--- config.mk ---
export PLATFORM = sky130hd
export DESIGN_NAME = sample_sequencer_flat
export DESIGN_NICKNAME = d
export VERILOG_FILES = /design/src/rtl/sample_sequencer_pkg.sv /design/src/rtl/sample_sequencer_if.sv /design/src/rtl/sample_sequencer_timer.sv /design/src/rtl/sample_sequencer.sv /design/src/flat_wrapper.sv
export SDC_FILE = /design/constraint.sdc
export NUM_CORES = 1
export LEC_CHECK = 0
export CORE_ASPECT_RATIO = 1.2
export CORE_MARGIN = 2
export CORE_UTILIZATION = 52
export CTS_BUF_LIST = sky130_fd_sc_hd__clkbuf_2 sky130_fd_sc_hd__clkbuf_4 sky130_fd_sc_hd__clkbuf_8
export CTS_CLUSTER_DIAMETER = 80
export CTS_CLUSTER_SIZE = 14
export DETAILED_ROUTE_END_ITERATION = 10
export PLACE_DENSITY = 0.91
export SETUP_SLACK_MARGIN = 0.3
export SLEW_MARGIN = 10
export SYNTH_ARGS = -nofsm -noshare
export SYNTH_HDL_FRONTEND = slang
export SYNTH_SLANG_ARGS = --single-unit
--- constraint.sdc ---
create_clock -name clk_operation -period 2.7 [get_ports clk_operation]
set_input_delay 0.27 -clock clk_operation [delete_from_list [all_inputs] [get_ports clk_operation]]
set_output_delay 0.27 -clock clk_operation [all_outputs]
set_load 0.1 [all_outputs]
--- src/rtl/sample_sequencer_pkg.sv ---
// Shared types and defaults for the per-sample echo-cancellation sequencer.
// The FSM state type is also exported through the interface as a debug view.
package sample_seq_pkg;

  localparam int DEF_PULSE_LEN    = 2;
  localparam int DEF_CONV_TIMEOUT = 25;
  localparam int DEF_LAG_TIMEOUT  = 130;
  localparam int DEF_CANCEL_DELAY = 2;
  localparam int DEF_CNT_W        = 13;
  localparam int STAT_W           = 16;
  localparam int TMR_W            = 8;

  typedef enum logic [2:0] {
    S_IDLE      = 3'd0,
    S_CONV_EN   = 3'd1,
    S_CONV_WAIT = 3'd2,
    S_LAG_EN    = 3'd3,
    S_LAG_WAIT  = 3'd4,
    S_OUT_HOLD  = 3'd5
  } seq_state_t;

  // A timeout and an overrun can land on the same edge, so up to 2 drops at once.
  function automatic logic [STAT_W-1:0] sat_add(input logic [STAT_W-1:0] a,
                                                input logic [1:0] b);
    logic [STAT_W:0] s;
    s = {1'b0, a} + {{(STAT_W-1){1'b0}}, b};
    return s[STAT_W] ? {STAT_W{1'b1}} : s[STAT_W-1:0];
  endfunction

endpackage

--- src/rtl/sample_sequencer_if.sv ---
// Handshake bundle between the sequencer (master) and the processing stages (slave).
// enable_* are initiator strobes/levels; ready_* are honoured only while the sequencer waits for them.
interface sample_sequencer_if import sample_seq_pkg::*; #(
  parameter int CNT_W = DEF_CNT_W
) ();

  logic [CNT_W-1:0]  sampling_cycle_counter;
  logic              ready_conv;
  logic              ready_lag;
  logic              enable_conv;
  logic              enable_lag;
  logic              enable_out;
  logic              enable_cancel;
  logic              busy;
  logic [STAT_W-1:0] frame_count;
  logic [STAT_W-1:0] drop_count;
  logic              err_conv_to;
  logic              err_lag_to;
  logic              err_overrun;
  seq_state_t        dbg_state;

  modport master (
    input  sampling_cycle_counter, ready_conv, ready_lag,
    output enable_conv, enable_lag, enable_out, enable_cancel, busy,
           frame_count, drop_count, err_conv_to, err_lag_to, err_overrun, dbg_state
  );

  modport slave (
    output sampling_cycle_counter, ready_conv, ready_lag,
    input  enable_conv, enable_lag, enable_out, enable_cancel, busy,
           frame_count, drop_count, err_conv_to, err_lag_to, err_overrun, dbg_state
  );

endinterface

--- src/rtl/sample_sequencer_timer.sv ---
// Loadable up/down counter shared by the pulse, timeout and hold phases.
// o_done flags a zero count, used to end down-counted pulse and hold phases.
module seq_timer import sample_seq_pkg::*; (
  input  logic             clk,
  input  logic             rst,
  input  logic             i_load,
  input  logic [TMR_W-1:0] i_load_val,
  input  logic             i_inc,
  input  logic             i_dec,
  output logic [TMR_W-1:0] o_count,
  output logic             o_done
);

  logic [TMR_W-1:0] r_count;

  always_ff @(posedge clk or posedge rst) begin
    if (rst)         r_count <= '0;
    else if (i_load) r_count <= i_load_val;
    else if (i_inc)  r_count <= r_count + TMR_W'(1);
    else if (i_dec)  r_count <= r_count - TMR_W'(1);
  end

  assign o_count = r_count;
  assign o_done  = (r_count == '0);

endmodule

--- src/rtl/sample_sequencer.sv ---
// Per-sample initiator for the converter -> lag -> output/cancel chain.
// Starts a frame on counter==0, pulses stage enables and waits for each ready with a timeout.
module sample_sequencer import sample_seq_pkg::*; #(
  parameter int PULSE_LEN    = DEF_PULSE_LEN,
  parameter int CONV_TIMEOUT = DEF_CONV_TIMEOUT,
  parameter int LAG_TIMEOUT  = DEF_LAG_TIMEOUT,
  parameter int CANCEL_DELAY = DEF_CANCEL_DELAY,
  parameter int CNT_W        = DEF_CNT_W
) (
  input  logic                clk_operation,
  input  logic                rst,
  sample_sequencer_if.master  bus
);

  seq_state_t        r_state;
  logic              r_enable_conv, r_enable_lag, r_enable_out, r_enable_cancel, r_busy;
  logic              r_err_conv_to, r_err_lag_to, r_err_overrun;
  logic [STAT_W-1:0] r_frame_count, r_drop_count;

  logic             w_start, w_overrun, w_conv_to, w_lag_to;
  logic [1:0]       w_drop_inc;
  logic             w_tmr_load, w_tmr_inc, w_tmr_dec, w_tmr_done;
  logic [TMR_W-1:0] w_tmr_val, w_tmr_count;

  assign w_start    = (bus.sampling_cycle_counter == {CNT_W{1'b0}});
  assign w_overrun  = w_start && (r_state != S_IDLE);
  assign w_conv_to  = (r_state == S_CONV_WAIT) && !bus.ready_conv &&
                      (w_tmr_count == TMR_W'(CONV_TIMEOUT - 1));
  assign w_lag_to   = (r_state == S_LAG_WAIT) && !bus.ready_lag &&
                      (w_tmr_count == TMR_W'(LAG_TIMEOUT - 1));
  assign w_drop_inc = {1'b0, w_overrun} + {1'b0, (w_conv_to | w_lag_to)};

  // IDLE keeps the timer preloaded so the first pulse cycle needs no extra setup edge.
  always_comb begin
    w_tmr_load = 1'b0;
    w_tmr_val  = '0;
    w_tmr_inc  = 1'b0;
    w_tmr_dec  = 1'b0;
    case (r_state)
      S_IDLE: begin
        w_tmr_load = 1'b1;
        w_tmr_val  = TMR_W'(PULSE_LEN - 1);
      end
      S_CONV_EN, S_LAG_EN: begin
        if (w_tmr_done) w_tmr_load = 1'b1;
        else            w_tmr_dec  = 1'b1;
      end
      S_CONV_WAIT: begin
        if (bus.ready_conv) begin
          w_tmr_load = 1'b1;
          w_tmr_val  = TMR_W'(PULSE_LEN - 1);
        end else begin
          w_tmr_inc = 1'b1;
        end
      end
      S_LAG_WAIT: begin
        if (bus.ready_lag) begin
          w_tmr_load = 1'b1;
          w_tmr_val  = TMR_W'(CANCEL_DELAY - 1);
        end else begin
          w_tmr_inc = 1'b1;
        end
      end
      S_OUT_HOLD: w_tmr_dec = 1'b1;
      default:    w_tmr_load = 1'b1;
    endcase
  end

  seq_timer u_timer (
    .clk        (clk_operation),
    .rst        (rst),
    .i_load     (w_tmr_load),
    .i_load_val (w_tmr_val),
    .i_inc      (w_tmr_inc),
    .i_dec      (w_tmr_dec),
    .o_count    (w_tmr_count),
    .o_done     (w_tmr_done)
  );

  always_ff @(posedge clk_operation or posedge rst) begin
    if (rst) begin
      r_state         <= S_IDLE;
      r_enable_conv   <= 1'b0;
      r_enable_lag    <= 1'b0;
      r_enable_out    <= 1'b0;
      r_enable_cancel <= 1'b0;
      r_busy          <= 1'b0;
      r_err_conv_to   <= 1'b0;
      r_err_lag_to    <= 1'b0;
      r_err_overrun   <= 1'b0;
      r_frame_count   <= '0;
      r_drop_count    <= '0;
    end else begin
      r_drop_count <= sat_add(r_drop_count, w_drop_inc);
      if (w_overrun) r_err_overrun <= 1'b1;
      case (r_state)
        S_IDLE: if (w_start) begin
          r_state       <= S_CONV_EN;
          r_enable_conv <= 1'b1;
          r_busy        <= 1'b1;
        end
        S_CONV_EN: if (w_tmr_done) begin
          r_state       <= S_CONV_WAIT;
          r_enable_conv <= 1'b0;
        end
        S_CONV_WAIT: if (bus.ready_conv) begin
          r_state      <= S_LAG_EN;
          r_enable_lag <= 1'b1;
        end else if (w_conv_to) begin
          r_state       <= S_IDLE;
          r_err_conv_to <= 1'b1;
          r_busy        <= 1'b0;
        end
        S_LAG_EN: if (w_tmr_done) begin
          r_state      <= S_LAG_WAIT;
          r_enable_lag <= 1'b0;
        end
        S_LAG_WAIT: if (bus.ready_lag) begin
          r_state      <= S_OUT_HOLD;
          r_enable_out <= 1'b1;
        end else if (w_lag_to) begin
          r_state      <= S_IDLE;
          r_err_lag_to <= 1'b1;
          r_busy       <= 1'b0;
        end
        S_OUT_HOLD: if (w_tmr_done) begin
          r_state         <= S_IDLE;
          r_enable_cancel <= 1'b1;
          r_frame_count   <= r_frame_count + STAT_W'(1);
          r_busy          <= 1'b0;
        end
        default: begin
          r_state <= S_IDLE;
          r_busy  <= 1'b0;
        end
      endcase
    end
  end

  assign bus.enable_conv   = r_enable_conv;
  assign bus.enable_lag    = r_enable_lag;
  assign bus.enable_out    = r_enable_out;
  assign bus.enable_cancel = r_enable_cancel;
  assign bus.busy          = r_busy;
  assign bus.frame_count   = r_frame_count;
  assign bus.drop_count    = r_drop_count;
  assign bus.err_conv_to   = r_err_conv_to;
  assign bus.err_lag_to    = r_err_lag_to;
  assign bus.err_overrun   = r_err_overrun;
  assign bus.dbg_state     = r_state;

endmodule

--- src/flat_wrapper.sv ---
// flat-port wrapper written by rule: the top's interface ports become plain ports
module sample_sequencer_flat import sample_seq_pkg::*;
#(
  parameter int PULSE_LEN    = DEF_PULSE_LEN,
  parameter int CONV_TIMEOUT = DEF_CONV_TIMEOUT,
  parameter int LAG_TIMEOUT  = DEF_LAG_TIMEOUT,
  parameter int CANCEL_DELAY = DEF_CANCEL_DELAY,
  parameter int CNT_W        = DEF_CNT_W
)
  (clk_operation, rst, bus_sampling_cycle_counter, bus_ready_conv, bus_ready_lag, bus_enable_conv, bus_enable_lag, bus_enable_out, bus_enable_cancel, bus_busy, bus_frame_count, bus_drop_count, bus_err_conv_to, bus_err_lag_to, bus_err_overrun, bus_dbg_state);
  sample_sequencer_if #(.CNT_W(CNT_W)) bus_i ();
  input  logic clk_operation;
  input  logic rst;
  input wire logic [$bits(bus_i.sampling_cycle_counter)-1:0] bus_sampling_cycle_counter;
  input wire logic [$bits(bus_i.ready_conv)-1:0] bus_ready_conv;
  input wire logic [$bits(bus_i.ready_lag)-1:0] bus_ready_lag;
  output wire logic [$bits(bus_i.enable_conv)-1:0] bus_enable_conv;
  output wire logic [$bits(bus_i.enable_lag)-1:0] bus_enable_lag;
  output wire logic [$bits(bus_i.enable_out)-1:0] bus_enable_out;
  output wire logic [$bits(bus_i.enable_cancel)-1:0] bus_enable_cancel;
  output wire logic [$bits(bus_i.busy)-1:0] bus_busy;
  output wire logic [$bits(bus_i.frame_count)-1:0] bus_frame_count;
  output wire logic [$bits(bus_i.drop_count)-1:0] bus_drop_count;
  output wire logic [$bits(bus_i.err_conv_to)-1:0] bus_err_conv_to;
  output wire logic [$bits(bus_i.err_lag_to)-1:0] bus_err_lag_to;
  output wire logic [$bits(bus_i.err_overrun)-1:0] bus_err_overrun;
  output wire logic [$bits(bus_i.dbg_state)-1:0] bus_dbg_state;
  assign bus_i.sampling_cycle_counter = bus_sampling_cycle_counter;
  assign bus_i.ready_conv = bus_ready_conv;
  assign bus_i.ready_lag = bus_ready_lag;
  assign bus_enable_conv = bus_i.enable_conv;
  assign bus_enable_lag = bus_i.enable_lag;
  assign bus_enable_out = bus_i.enable_out;
  assign bus_enable_cancel = bus_i.enable_cancel;
  assign bus_busy = bus_i.busy;
  assign bus_frame_count = bus_i.frame_count;
  assign bus_drop_count = bus_i.drop_count;
  assign bus_err_conv_to = bus_i.err_conv_to;
  assign bus_err_lag_to = bus_i.err_lag_to;
  assign bus_err_overrun = bus_i.err_overrun;
  assign bus_dbg_state = bus_i.dbg_state;
  sample_sequencer #(.PULSE_LEN(PULSE_LEN), .CONV_TIMEOUT(CONV_TIMEOUT), .LAG_TIMEOUT(LAG_TIMEOUT), .CANCEL_DELAY(CANCEL_DELAY), .CNT_W(CNT_W)) u_core (.clk_operation(clk_operation), .rst(rst), .bus(bus_i));
endmodule
=== Yosys cells after proc, flatten, opt, wreduce, memory -nomap -nowiden ===
Index checks and enable logic that the tools add are counted.

* Bits in registers: 51
* Input bits: 17
* Output and inout bits: 43
* Logic and storage cells: 97

* Add/subtract/negate cells: 5
* Equality and inequality tests: 18
* Multiplexer cells: 35
* Bitwise operators: 4
* Reductions and logical operators: 23

{| class="wikitable"
|+ Operators by type and width
! kind !! count
|-
| $mux W3 || 8
|-
| $mux W8 || 3
|-
| $pmux W8 S3 || 1
|-
| $pmux W3 S6 || 1
|-
| $add A16 B2 Y17 || 1
|-
| $add A16 B1 Y16 const B || 1
|-
| $mux W16 || 1
|-
| $mux W1 || 15
|-
| $logic_not A13 Y1 || 1
|-
| $ne A2 B2 Y1 const B || 6
|-
| $reduce_and A3 Y1 || 4
|-
| $add A8 B1 Y8 const B || 1
|-
| $eq A8 B5 Y1 const B || 1
|-
| $eq A8 B8 Y1 const B || 1
|-
| $logic_not A8 Y1 || 1
|-
| $pmux W1 S2 || 4
|-
| $sub A8 B1 Y8 const B || 1
|-
| $reduce_and A7 Y1 || 1
|-
| $eq A3 B2 Y1 const B || 2
|-
| $eq A3 B3 Y1 const B || 2
|-
| $ne A2 B1 Y1 const B || 3
|-
| $ne A3 B2 Y1 const B || 2
|-
| $reduce_and A6 Y1 || 1
|-
| $reduce_bool A3 Y1 || 2
|-
| other kinds (12) || 21
|}

=== Logic depth before layout (Yosys ltp) ===
Gate-level depths: netlist of the first run.

* Depth in word-level cells: 7
* Depth in mapped cells: 12
* Gate-level depth less buffers: 10

=== Modules after synthesis ===
A second synthesis of the first run with hierarchy kept.

* Cells, all modules: 293
* Area total of the unflattened synthesis: 2,867.8 um^2

{| class="wikitable"
|+ By module, submodules not included
! module !! times used !! cells each !! area an instance (um^2) !! seq. area each (um^2)
|-
| sample_sequencer || 1 || 213 || 2,142.1 || 1,076.0
|-
| seq_timer || 1 || 80 || 725.7 || 200.2
|}

=== Least setup slack after synthesis of the first run ===
Ideal clock, no wire load.

* Kind: register to register
* Start point: register u_core.r_state[2] (netlist: u_core.bus.dbg_state[2])
* End point: register u_core.r_drop_count[13] (netlist: u_core.bus.drop_count[13])
* Setup time: 0.068 ns
* Arrival: 3.182 ns
* Required time: 2.632 ns
* Path slack: -0.550 ns
* Stages on the path, launching flop included: 13
* Path buffers: 2
* Period minus slack after synthesis: 3.250 ns
* Cells stage by stage: dfrtp_1 > buf_2 > inv_1 > nor3_1 > nand2b_1 > o22ai_1 > fa_1 > ha_1 > nand2_1 > nor2_1 > nand3_1 > clkbuf_1 > nand2_1

* Word-level cells in the longest chain between the ends: 7
* Elaborated cells between the ends (all ways): 12
* Classes of those cells: 2 x add/sub; 2 x eq/ne; 1 x mux; 1 x bitwise; 6 x reduce/logical

{| class="wikitable"
|+ RTL lines
! item !! line !! RTL
|-
| start: declaration || sample_sequencer.sv:15 || <nowiki>seq_state_t r_state;</nowiki>
|-
| start signal: assignment || sample_sequencer.sv:82 || <nowiki>r_state <= S_IDLE;</nowiki>
|-
| start signal: assignment || sample_sequencer.sv:98 || <nowiki>r_state <= S_CONV_EN;</nowiki>
|-
| start signal: assignment || sample_sequencer.sv:103 || <nowiki>r_state <= S_CONV_WAIT;</nowiki>
|-
| $eq A3 B2 Y1 or $eq A3 B3 Y1 (tied branches) || sample_sequencer.sv:27, sample_sequencer.sv:29 ||
|-
| $logic_and A1 B1 Y1 (on tied branches) (2 in a row) || sample_sequencer.sv:27, sample_sequencer.sv:29 ||
|-
| $or A1 B1 Y1 || sample_sequencer.sv:31 || <nowiki>assign w_drop_inc = {1'b0, w_overrun} + {1'b0, (w_conv_to | w_lag_to)};</nowiki>
|-
| $add A1 B1 Y2 (*) || sample_sequencer.sv:31 ||
|-
| $add A16 B2 Y17 (*) || sample_sequencer_pkg.sv:26 || <nowiki>s = {1'b0, a} + {{(STAT_W-1){1'b0}}, b};</nowiki>
|-
| $mux W16 (*) || sample_sequencer_pkg.sv:27 || <nowiki>return s[STAT_W] ? {STAT_W{1'b1}} : s[STAT_W-1:0];</nowiki>
|-
| end signal: assignment || sample_sequencer.sv:94 || <nowiki>r_drop_count <= sat_add(r_drop_count, w_drop_inc);</nowiki>
|-
| end: declaration || sample_sequencer.sv:18 || <nowiki>logic [STAT_W-1:0] r_frame_count, r_drop_count;</nowiki>
|}

Every way passes the cells marked *; elsewhere a longest branch is shown, timed or not.
A chain may end at the register's enable or synchronous reset.

=== Final worst setup path of the first run ===
* Start point: register u_core.u_timer.r_count[1] (netlist: u_core.u_timer.o_count[1])
* End point: register u_core.r_state[1] (netlist: u_core.bus.dbg_state[1])

* Word-level cells in the longest chain between the ends: 4
* Elaborated cells between the ends (all ways): 11
* Classes of those cells: 7 x eq/ne; 4 x reduce/logical

{| class="wikitable"
|+ RTL lines
! item !! line !! RTL
|-
| start: declaration || sample_sequencer_timer.sv:14 || <nowiki>logic [TMR_W-1:0] r_count;</nowiki>
|-
| start signal: assignment || sample_sequencer_timer.sv:18 || <nowiki>else if (i_load) r_count <= i_load_val;</nowiki>
|-
| start signal: assignment || sample_sequencer_timer.sv:19 || <nowiki>else if (i_inc) r_count <= r_count + TMR_W'(1);</nowiki>
|-
| start signal: assignment || sample_sequencer_timer.sv:20 || <nowiki>else if (i_dec) r_count <= r_count - TMR_W'(1);</nowiki>
|-
| $eq A8 B8 Y1 or $eq A8 B5 Y1 (tied branches) || sample_sequencer.sv:30, sample_sequencer.sv:28 ||
|-
| $logic_and A1 B1 Y1 (on tied branches) || sample_sequencer.sv:29, sample_sequencer.sv:27 ||
|-
| $ne A3 B2 Y1 (no line) || - ||
|-
| $reduce_and A6 Y1 (no line) (*) || - ||
|}

Marked as above.

==> flow_summary.yaml, run 1 <==
sta:
  relSlewSlack: 0.6102
  setup_viol: 0
  fin_setup_tns_ps: 0
  hold_viol: 0
  min_period_ps: 2429
  rsz0062_at_grt: "true"
  fin_crit_sh: 0.8996
  drv_slew: 0
  clock.fmax_mhz: 411.7
  worstMarginPinSlew_ps: 583.9
  clock_skew_ps: 4.188
job:
  maxCapViolations: 0
global_route:
  first_global_vias: 2165
  overflow: 0
  use_met1: 0.3005
  grt_pass1_wl_mm: 10.29
  met2_usage: 0.4375
  antenna_found_initial: 0
  use_met3: 0.04384
  top_usage_layer: "met2"
  grt_max_degree: 29
  grt_use_total: 0.2453
power:
  power_frac_comb: 0.483
  ir_drop_mv: 0.7572
  p_leak_nw: 1.779
  switching_share: 0.4485
  clockPowerShare: 0.168
  p_sw_mw: 1.471
  power_frac_seq: 0.348
  powerDensity_nw_per_um2: 907.6
  p_int_mw: 1.809
yosys:
  synthAdderAreaFrac: 0.05341
  synth_xor_area_frac: 0.1001
  ys_ff_latch: 51
  yosysSeqAreaShare: 0.4864
  synthCells: 259
  synth_top_family_by_area: "simple AND/OR/NAND/NOR gates"
  synth_fp_nets: 286
  synth_simple_gate_area_frac: 0.2375
  syn_avg_cell_area_um2: 10.13
  synthFlopType: "dfrtp_1"
  synth_cell_types: 43
  synthArstFlopShare: 1.000
  synth_compound_area_frac: 0.07916
  ys.warnings.count: 0
  synth_edf_count: 0
  syn_area_um2: 2624
  synth.area.mux_share: 0.02146
route:
  vias: 2307
  drc: 0
  avgViaCountPerCell: 5.725
  first_pass_iters: 4
  ant_nets: 0
  drt_iter0_drc: 134
  wl_per_cell_um: 17.19
  wl_mm: 6.929
status:
  status: "complete, no violations"
floorplan:
  core_um2: 4905
  fp.dieH_um: 81.82
  num_io_pins: 60
  start_util: 0.5349
  rows: 28
  fp.dieArea_um2: 5633
  die_w_um: 68.85
placement:
  gp_congestion: 0.8325
  port_buffers: 59
  placed_area_um2: 3303
  post-dp-hpwl_mm: 4.485
cells_and_area:
  fillerInstances: 335
  n_antenna_cell: 0
  final_common_cell: "buf_4"
  final_nets: 369
  syn_to_final_growth_pct: 37.77
  drive_gt1_frac: 0.3178
  fin_area_um2: 3615
  final_cell_mix: "60 x buf_4, 46 x dfrtp_1, 26 x nand2_1"
clocking:
  numCtsBuffers: 5
  cts_tree: "yes"
  cts_max_level: 2
  clk_pin_slew_ps: 90
  clkLatencyLatePin_ps: 310
  clock_path_buffers: 2
  cts_hold_buffers: 0
  clock_sinks: 51
  ctsRootBufferMaster: "clkbuf_8"
setup_path:
  crit_path_frequent_cell: "buf_6"
  start_kind: "flop"
  r2r_cells: 8
  crit_required_ps: 2900
  slowest_stage: "dfrtp_2"
  r2r_end: "u_core.bus.dbg_state[1]"
  critPathMaxStageDelay_ps: 450
  worstSetupPathType: "flop to flop"
  crit_arrival_ps: 2630
  worst_setup_path_end_kind: "flop"
  r2r_start: "u_core.u_timer.o_count[1]"
  rrSetupSlack_ps: 270
  crit_chain: "nor4_4, nand4_2, buf_6, buf_6, buf_6, a222oi_1, and2b_2, mux2_4"
  critPathMaxFanout: 3
worst_hold_path:
  worstHoldPathType: "input pin to async pin"
==> worst max-delay path, delay by kind of cell (launching register included) <==
family	cells	cell delay [ps]
AO/OA/AOI/OAI	1	410
buffers and inverters	3	360
flip-flops	1	450
multiplexers	1	300
AND/OR/NAND/NOR	3	790
==> power by group through the flow <==
stage,combinational [mW],sequential (mW),clock [mW]
detailed placement,1.47,1.11,0
finish,1.59,1.14,0.553
CTS,1.52,1.11,0.557
global route,1.71,1.16,0.589
global placement,1.42,1.11,0
floorplan,0.839,1.44,0
==> state kept, by name, indices dropped and copies added (netlist names) <==
signal / cells
u_core.bus.drop_count: 16
u_core.bus.err_lag_to: 1
u_core.bus.enable_out: 1
u_core.bus.enable_conv: 1
u_core.u_timer.o_count: 8
u_core.bus.err_overrun: 1
u_core.bus.err_conv_to: 1
u_core.bus.enable_lag: 1
u_core.bus.frame_count: 16
u_core.bus.enable_cancel: 1
u_core.bus.dbg_state: 3
u_core.bus.busy: 1
==> cell usage after synthesis, types with 2 or more instances <==
library cell	count	area share
nand4_1	9	0.021
a21oi_1	8	0.015
clkbuf_1	3	0.0043
nor2b_1	4	0.0095
nor4b_1	2	0.0067
dfrtp_1	51	0.49
a21o_1	2	0.0057
o21bai_1	3	0.0086
and4_1	3	0.010
nor3_1	6	0.011
inv_1	11	0.016
and3_1	5	0.012
nand3_1	15	0.029
nor4_1	3	0.0072
mux2_2	5	0.021
fa_1	2	0.015
xor2_1	16	0.053
nand2b_1	7	0.017
a31oi_1	3	0.0072
o21ai_0	9	0.017
ha_1	8	0.038
nor3b_1	2	0.0057
a21o_2	2	0.0067
nor2_1	22	0.031
nand2_1	27	0.039
xnor2_1	14	0.047
==> kinds of logic after synthesis <==
logic type / Yosys count
AO/OA/AOI/OAI: 33
XOR/XNOR: 30
adder cells (fa/ha/maj): 10
buffers and inverters: 15
flip-flops: 51
multiplexers: 5
AND/OR/NAND/NOR: 115
==> routing by layer <==
metal,up-vias,share of wire
met1,1142,0.41
met3,15,0.044
met5,-,0
met4,0,0.022
met2,77,0.53
li1,1073,-
==> layout make-up <==
cell class | count | area, µm² | share of cell area
clock buffers | 7 | 83.83 | 0.02319
clock inverters | 1 | 30.03 | 0.008307
inverters | 11 | 41.29 | 0.01142
multi-input cells | 194 | 1453 | 0.4019
flip-flops and latches | 51 | 1287 | 0.3562
well taps | 60 | 75.07 | 0.02077
repair buffers | 79 | 644.4 | 0.1783
==> timing repair <==
action,CTS,global route
buffers inserted,9,6
pin swaps,5,8
setup endpoints to repair,16,21
gates cloned,0,1
resized for setup,4,13
==> stage by stage <==
stage          worst slack, ps  hold WS, ps  power (mW)  std cells    util
2_1_floorplan            175.6        406.3       2.284        259       -
3_3_place_gp             172.1        451.8       2.527        379  0.6735
3_5_place_dp             36.87        457.9       2.581        379  0.6735
4_1_cts                  305.8        343.6       3.187        396  0.7143
5_1_grt                  203.1        401.3       3.458        403  0.7370
6_report                 271.1        336.1       3.281        403  0.7370
==> how the worst max path moves through the flow <==
stage	start	to	cells after the start
after CTS	u_core.bus.dbg_state[1]	u_core.u_timer.o_count[7]	8
after global placement	bus_sampling_cycle_counter[11]	u_core.bus.drop_count[15]	9
final	u_core.u_timer.o_count[1]	u_core.bus.dbg_state[1]	8
after detailed placement	bus_sampling_cycle_counter[11]	u_core.bus.drop_count[15]	9
after global routing	u_core.u_timer.o_count[1]	u_core.bus.dbg_state[2]	8
after floorplan	u_core.bus.dbg_state[1]	u_core.bus.drop_count[15]	9
Note: power is estimated with default switching activity, not from simulation.
==> run 2, diff against run 1 <==
--- a/config.mk
+++ b/config.mk
@@ -14,7 +14,7 @@
 export DETAILED_ROUTE_END_ITERATION = 10
 export PLACE_DENSITY = 0.91
 export SETUP_SLACK_MARGIN = 0.3
-export SLEW_MARGIN = 10
+export SLEW_MARGIN = 20
 export SYNTH_ARGS = -nofsm -noshare
 export SYNTH_HDL_FRONTEND = slang
 export SYNTH_SLANG_ARGS = --single-unit
==> results of run 2 <==
No change in the layout: final DEF, timing and power equal those of run 1.
